===== src/rtl/ibex_l2_rf_pkg.sv =====
// Shared types and constants for the L2 register-file backing store.
// Imported by the miss controller and its write buffer.
package ibex_l2_rf_pkg;

    typedef enum logic [1:0] {
        IDLE,
        RD_A,
        RD_B,
        RESP
    } l2_state_e;

    localparam int unsigned L1Base   = 12;
    localparam int unsigned L1Size   = 4;
    localparam int unsigned CntWidth = 3;

endpackage


===== src/rtl/ibex_l2_rf_wbuf.sv =====
// One-entry coalescing write buffer for the L2 array.
// Drains whenever no read capture is using the array port.
module ibex_l2_rf_wbuf import ibex_l2_rf_pkg::*; #(
    parameter int unsigned DataWidth = 32
) (
    input  logic                 clk_i,
    input  logic                 rst_i,
    input  logic                 we_i,
    input  logic [4:0]           waddr_i,
    input  logic [DataWidth-1:0] wdata_i,
    input  logic                 capture_i,
    input  logic [4:0]           rd_addr_i,
    output logic                 wr_ready_o,
    output logic                 hit_o,
    output logic [DataWidth-1:0] hit_data_o,
    output logic                 drain_o,
    output logic [4:0]           drain_addr_o,
    output logic [DataWidth-1:0] drain_data_o
);

    logic                 valid_q;
    logic [4:0]           addr_q;
    logic [DataWidth-1:0] data_q;
    logic                 accept;

    assign drain_o      = valid_q && !capture_i;
    assign drain_addr_o = addr_q;
    assign drain_data_o = data_q;

    // Writes to x0 are swallowed, so they never need to wait.
    assign wr_ready_o = !valid_q || drain_o ||
                        (waddr_i == '0) || (waddr_i == addr_q);

    assign accept = we_i && wr_ready_o && (waddr_i != '0);

    assign hit_o      = valid_q && (addr_q == rd_addr_i);
    assign hit_data_o = data_q;

    // Load/coalesce a new entry, or retire the drained one.
    always_ff @(posedge clk_i) begin
        if (rst_i) begin
            valid_q <= 1'b0;
            addr_q  <= '0;
            data_q  <= '0;
        end else if (accept) begin
            valid_q <= 1'b1;
            addr_q  <= waddr_i;
            data_q  <= wdata_i;
        end else if (drain_o) begin
            valid_q <= 1'b0;
        end
    end

endmodule


===== src/rtl/ibex_l2_rf_miss_ctrl.sv =====
// L2 register-file miss controller: serialises operand reads over a
// single-port array and absorbs writes through a coalescing buffer.
module ibex_l2_rf_miss_ctrl import ibex_l2_rf_pkg::*; #(
    parameter int unsigned DataWidth = 32,
    parameter int unsigned L2Latency = 2,
    parameter int unsigned NumWords  = 32
) (
    input  logic                 clk_i,
    input  logic                 rst_i,
    input  logic                 req_valid_i,
    output logic                 req_ready_o,
    input  logic                 rd_a_en_i,
    input  logic [4:0]           raddr_a_i,
    input  logic                 rd_b_en_i,
    input  logic [4:0]           raddr_b_i,
    output logic                 rsp_valid_o,
    output logic [DataWidth-1:0] rdata_a_o,
    output logic [DataWidth-1:0] rdata_b_o,
    input  logic                 we_i,
    input  logic [4:0]           waddr_i,
    input  logic [DataWidth-1:0] wdata_i,
    output logic                 wr_ready_o,
    output logic                 stall_o
);

    localparam logic [CntWidth-1:0] CntLast = CntWidth'(L2Latency - 1);

    l2_state_e            state_q, state_d;
    logic [CntWidth-1:0]  cnt_q;
    logic                 en_a_q, en_b_q;
    logic [4:0]           addr_a_q, addr_b_q;
    logic [DataWidth-1:0] mem_q [NumWords];

    logic                 req_fire;
    logic                 en_a_d, en_b_d;
    logic                 in_rd;
    logic                 capture;
    logic                 same_ab;
    logic [4:0]           rd_addr;
    logic [DataWidth-1:0] cap_data;

    logic                 hit;
    logic [DataWidth-1:0] hit_data;
    logic                 drain;
    logic [4:0]           drain_addr;
    logic [DataWidth-1:0] drain_data;

    assign req_ready_o = (state_q == IDLE);
    assign req_fire    = req_valid_i && req_ready_o;
    assign rsp_valid_o = (state_q == RESP);

    assign en_a_d = rd_a_en_i && (raddr_a_i != '0);
    assign en_b_d = rd_b_en_i && (raddr_b_i != '0);

    assign in_rd   = (state_q == RD_A) || (state_q == RD_B);
    assign capture = in_rd && (cnt_q == CntLast);
    assign same_ab = en_b_q && (addr_b_q == addr_a_q);
    assign rd_addr = (state_q == RD_B) ? addr_b_q : addr_a_q;

    assign cap_data = hit ? hit_data : mem_q[rd_addr];

    assign stall_o = in_rd || (req_valid_i && (state_q == IDLE)) ||
                     (we_i && !wr_ready_o);

    ibex_l2_rf_wbuf #(
        .DataWidth (DataWidth)
    ) u_wbuf (
        .clk_i        (clk_i),
        .rst_i        (rst_i),
        .we_i         (we_i),
        .waddr_i      (waddr_i),
        .wdata_i      (wdata_i),
        .capture_i    (capture),
        .rd_addr_i    (rd_addr),
        .wr_ready_o   (wr_ready_o),
        .hit_o        (hit),
        .hit_data_o   (hit_data),
        .drain_o      (drain),
        .drain_addr_o (drain_addr),
        .drain_data_o (drain_data)
    );

    // Next-state decode for the read sequencer.
    always_comb begin
        state_d = state_q;
        unique case (state_q)
            IDLE: begin
                if (req_valid_i) begin
                    if (en_a_d) begin
                        state_d = RD_A;
                    end else if (en_b_d) begin
                        state_d = RD_B;
                    end else begin
                        state_d = RESP;
                    end
                end
            end
            RD_A: begin
                if (capture) begin
                    state_d = (en_b_q && !same_ab) ? RD_B : RESP;
                end
            end
            RD_B: begin
                if (capture) begin
                    state_d = RESP;
                end
            end
            RESP:    state_d = IDLE;
            default: state_d = IDLE;
        endcase
    end

    // State, latency counter, latched request and operand capture.
    always_ff @(posedge clk_i) begin
        if (rst_i) begin
            state_q   <= IDLE;
            cnt_q     <= '0;
            en_a_q    <= 1'b0;
            en_b_q    <= 1'b0;
            addr_a_q  <= '0;
            addr_b_q  <= '0;
            rdata_a_o <= '0;
            rdata_b_o <= '0;
        end else begin
            state_q <= state_d;
            if (state_d != state_q || !in_rd) begin
                cnt_q <= '0;
            end else begin
                cnt_q <= cnt_q + 1'b1;
            end
            if (req_fire) begin
                en_a_q   <= en_a_d;
                en_b_q   <= en_b_d;
                addr_a_q <= raddr_a_i;
                addr_b_q <= raddr_b_i;
                if (rd_a_en_i && raddr_a_i == '0) begin
                    rdata_a_o <= '0;
                end
                if (rd_b_en_i && raddr_b_i == '0) begin
                    rdata_b_o <= '0;
                end
            end
            if (capture && state_q == RD_A) begin
                rdata_a_o <= cap_data;
                if (same_ab) begin
                    rdata_b_o <= cap_data;
                end
            end
            if (capture && state_q == RD_B) begin
                rdata_b_o <= cap_data;
            end
        end
    end

    // Storage array: cleared on reset, written only by buffer drains.
    always_ff @(posedge clk_i) begin
        if (rst_i) begin
            for (int i = 0; i < NumWords; i++) begin
                mem_q[i] <= '0;
            end
        end else if (drain) begin
            mem_q[drain_addr] <= drain_data;
        end
    end

endmodule


===== config.mk =====
export PLATFORM = sky130hd
export DESIGN_NAME = ibex_l2_rf_miss_ctrl
export DESIGN_NICKNAME = d
export VERILOG_FILES = /design/src/rtl/ibex_l2_rf_pkg.sv /design/src/rtl/ibex_l2_rf_wbuf.sv /design/src/rtl/ibex_l2_rf_miss_ctrl.sv
export SDC_FILE = /design/constraint.sdc
export NUM_CORES = 2
export LEC_CHECK = 0
export ABC_AREA = 1
export CAP_MARGIN = 0
export CORE_MARGIN = 5
export CORE_UTILIZATION = 60
export DETAILED_ROUTE_END_ITERATION = 6
export PLACE_DENSITY = 0.78
export SLEW_MARGIN = 40
export SYNTH_ARGS = -nofsm -noshare
export SYNTH_HDL_FRONTEND = slang
export SYNTH_SLANG_ARGS = --single-unit

===== constraint.sdc =====
create_clock -name clk_i -period 6.25 [get_ports clk_i]
set_input_delay 1.25 -clock clk_i [delete_from_list [all_inputs] [get_ports clk_i]]
set_output_delay 1.25 -clock clk_i [all_outputs]
set_load 0.05 [all_outputs]

==> impl_results.md <==
- DR iter-0 viols: 6,563
- Core Rows: 110
- Synth cell types: 30
- Failing checks: DRC
- Cts hold-fix bufs: 0
- Core box area: 90,000 sq um
- Min Tclk post-route: 4.66 ns
- Outcome: finished with violations
- Top cell by count, worst path: inv_1
- DPL Wire Length: 96.9 mm
- Final setup TNS: 0 ns
- Max Cap Viol: 0
- CP Class: reg -> out
- Slew headroom: 34.8%
- RSZ-0062 raised after global routing: false
- Clock transition time at the flip-flop clock pins of the worst setup and hold paths: 0.06 ns
- DR DRC count: 12
- Resize count post-CTS: 0
- Placed Cells: 7,226
- Global placement routability congestion: 0.947
- CP Max Fanout: 5
- Crit path largest cell delay: 0.70 ns
- F_max: 0.214 GHz
- Clk sinks: 1,142
- Crit-path slowest cell: clkdlybuf4s50_1
- Worst hold path type: reg -> reg
- Mapped Cells: 6,257
- Clk buf depth: 3
- Total GRT Usage: 32.9%
- Start of the worst register-to-register path: state_q[0]
- Share of post-route cells with drive strength above 1: 5.27%
- CP Data Arrival Time: 3.41 ns
- # nets final: 6,221
- Initial antenna violation count: 4
- Grt total ovfl: 0
- Final period util: 74.6%
- Synthesized Nets: 6,316
- Crit end category: output pin
- Most frequent cells in the layout: 1,176 x nand2_1, 1,171 x nand3_1, 1,044 x nor2_1, 1,024 x edfxtp_1, 1,019 x inv_1
- Hold Path Origin: cnt_q[0]
- Vias in the first global route: 42,000
- IO Port Bufs: 120
- Worst-Skew Late Latency: 0.69 ns
- Die Ht: 311 um
- Avg WL per Cell: 22.2 um
- DR pass1 iterations: 7
- DRT Wirelength: 165 mm
- First-pass GRT wire length: 245 mm
- P&R area growth vs syn: 10.4%
- Commonest non-fill, non-tap cell in the layout: nand2_1
- Final setup violation count: 0
- Filler cells: 6,875
- Die width: 311 um
- Peak supply drop: 0.000281 V
- Fin. Hold Viols: 0
- Yosys warns: 0
- Total CTS buffers: 110
- Final std cells w/o fill: 7,425
- Worst-margin pin slew: 0.978 ns
- H-tree levels: 3
- Antenna Violating Nets Remaining: 0
- Pin count of the biggest net entering global routing: 148
- Crit. Startpoint: state_q[0]
- CP Launch Type: flop
- Post-DR vias/cell: 5.91
- Delay-heaviest family, CP: buffers and inverters
- Io pins: 121
- Initial core utilization: 60.4%
- DIE AREA: 96,700 sq um
- Worst EP required: 5.00 ns
- Setup Fix Bufs, Post-CTS: 0
- WHS: 0.452 ns
- Mapped Area: 54,300 sq um
- Clock Root Buffer: clkbuf_16
- Number of buffers and inverters on the critical path: 4
- Slew Limit Fails: 0
- Leakage Power: 0.0249 uW
- Crit-path cells: inv_1 > ha_1 > inv_1 > nor3_1 > inv_1 > nor2_1 > o31ai_1 > nand2b_1 > clkdlybuf4s50_1
- Via count: 43,800
- TritonCTS clock tree: yes
- Clk_skew: 0.0176 ns
- PwrDens: 329 nW/um^2
- Synth Register Bits: 1,142
- Avg Inst Size Synth: 8.68 sq um
- Register area share after synthesis: 60.9%
==> through the flow <==
stage	cell area [sq um]	power (uW)	util, %	setup WS [ns]
4_1_cts	60000	19600	66.6	1.61
5_1_grt	60000	20300	66.6	1.37
6_report	60000	19700	66.6	1.59
2_1_floorplan	54300	11600	-	2.54
3_5_place_dp	56500	13100	62.7	1.68
3_3_place_gp	56400	13000	62.6	1.67
==> synth_stat cells <==
master,number,share of area [%]
buf_4,3,0.041
nand3_1,1171,11
xnor2_1,5,0.081
nand2_2,2,0.023
a41oi_1,1,0.016
o22ai_1,2,0.023
o21ai_1,3,0.028
clkinv_1,1,0.0069
dfxtp_1,118,4.3
o21ai_0,56,0.52
nand2_1,1186,8.2
o31ai_1,1,0.014
clkbuf_1,296,2.0
nor3_1,16,0.15
inv_2,2,0.014
nand3b_1,1,0.014
edfxtp_1,1024,57
nor2_1,1044,7.2
o21ai_2,3,0.048
o211ai_1,2,0.028
a21oi_1,108,0.99
nand2b_1,1,0.012
or2_2,1,0.012
inv_1,1026,7.1
buf_1,38,0.26
nand4_1,2,0.023
o221ai_1,1,0.016
buf_2,135,1.2
xor2_1,2,0.032
ha_1,6,0.14
==> power by group <==
group          internal [uW]  switching [uW]
Sequential              8570            93.4
Clock                   3750            2820
Combinational           1120            3360
Total                  13400            6280
==> layer usage <==
metal | up-vias | part of all wire, % | routed length (um) | track usage, %
met5 | - | 0.0091 | 15 | 0
met4 | 4 | 8.2 | 13600 | 22.5
met3 | 678 | 12 | 20300 | 7.15
met2 | 3058 | 46 | 75800 | 52.4
met1 | 20500 | 34 | 55400 | 40.6
li1 | 19700 | - | - | -
==> state kept, by name, summed over array words and instances, names as in the netlist, 3 cells and up <==
register / cells
u_wbuf.drain_addr_o: 5
rdata_b_o: 32
mem_q: 1024
rdata_a_o: 32
addr_a_q: 5
addr_b_q: 5
u_wbuf.drain_data_o: 32
cnt_q: 3
==> path summary, 6_finish.rpt <==
kind,end,slack [ns],cells after the start
min reg2reg,cnt_q[0],0.45,1
max,wr_ready_o,1.59,9
max reg2reg,rdata_a_o[20],1.99,14
min,cnt_q[0],0.45,1
==> cell type report <==
type / instances / area, sq um / share of cell area, %
clock inverter: 50 / 395 / 0.659
sequential: 1142 / 33100 / 55.2
clock buffer: 147 / 3110 / 5.19
antenna: 2 / 5.00 / 0.00834
tap: 1176 / 1470 / 2.45
inverter: 1029 / 3860 / 6.44
multi-input combinational: 3614 / 15500 / 25.9
timing repair buffer: 265 / 2490 / 4.16
==> kinds of logic (layout without fill, tap and decap cells) <==
| group | count (synthesis) | after routing | synth area share [%] |
|---|---|---|---|
| and+or+nand+nor | 3424 | 3424 | 26.4 |
| buffers and inverters | 1501 | 1491 | 10.7 |
| DFF | 1142 | 1142 | 60.9 |
| AOI/OAI and AO/OA | 177 | 177 | 1.68 |
| xor gates and xnor gates | 7 | 7 | 0.113 |
| adders and majority gates | 6 | 6 | 0.138 |
| other | 0 | 2 | 0 |
No activity file was read; power rests on OpenSTA's default activity.
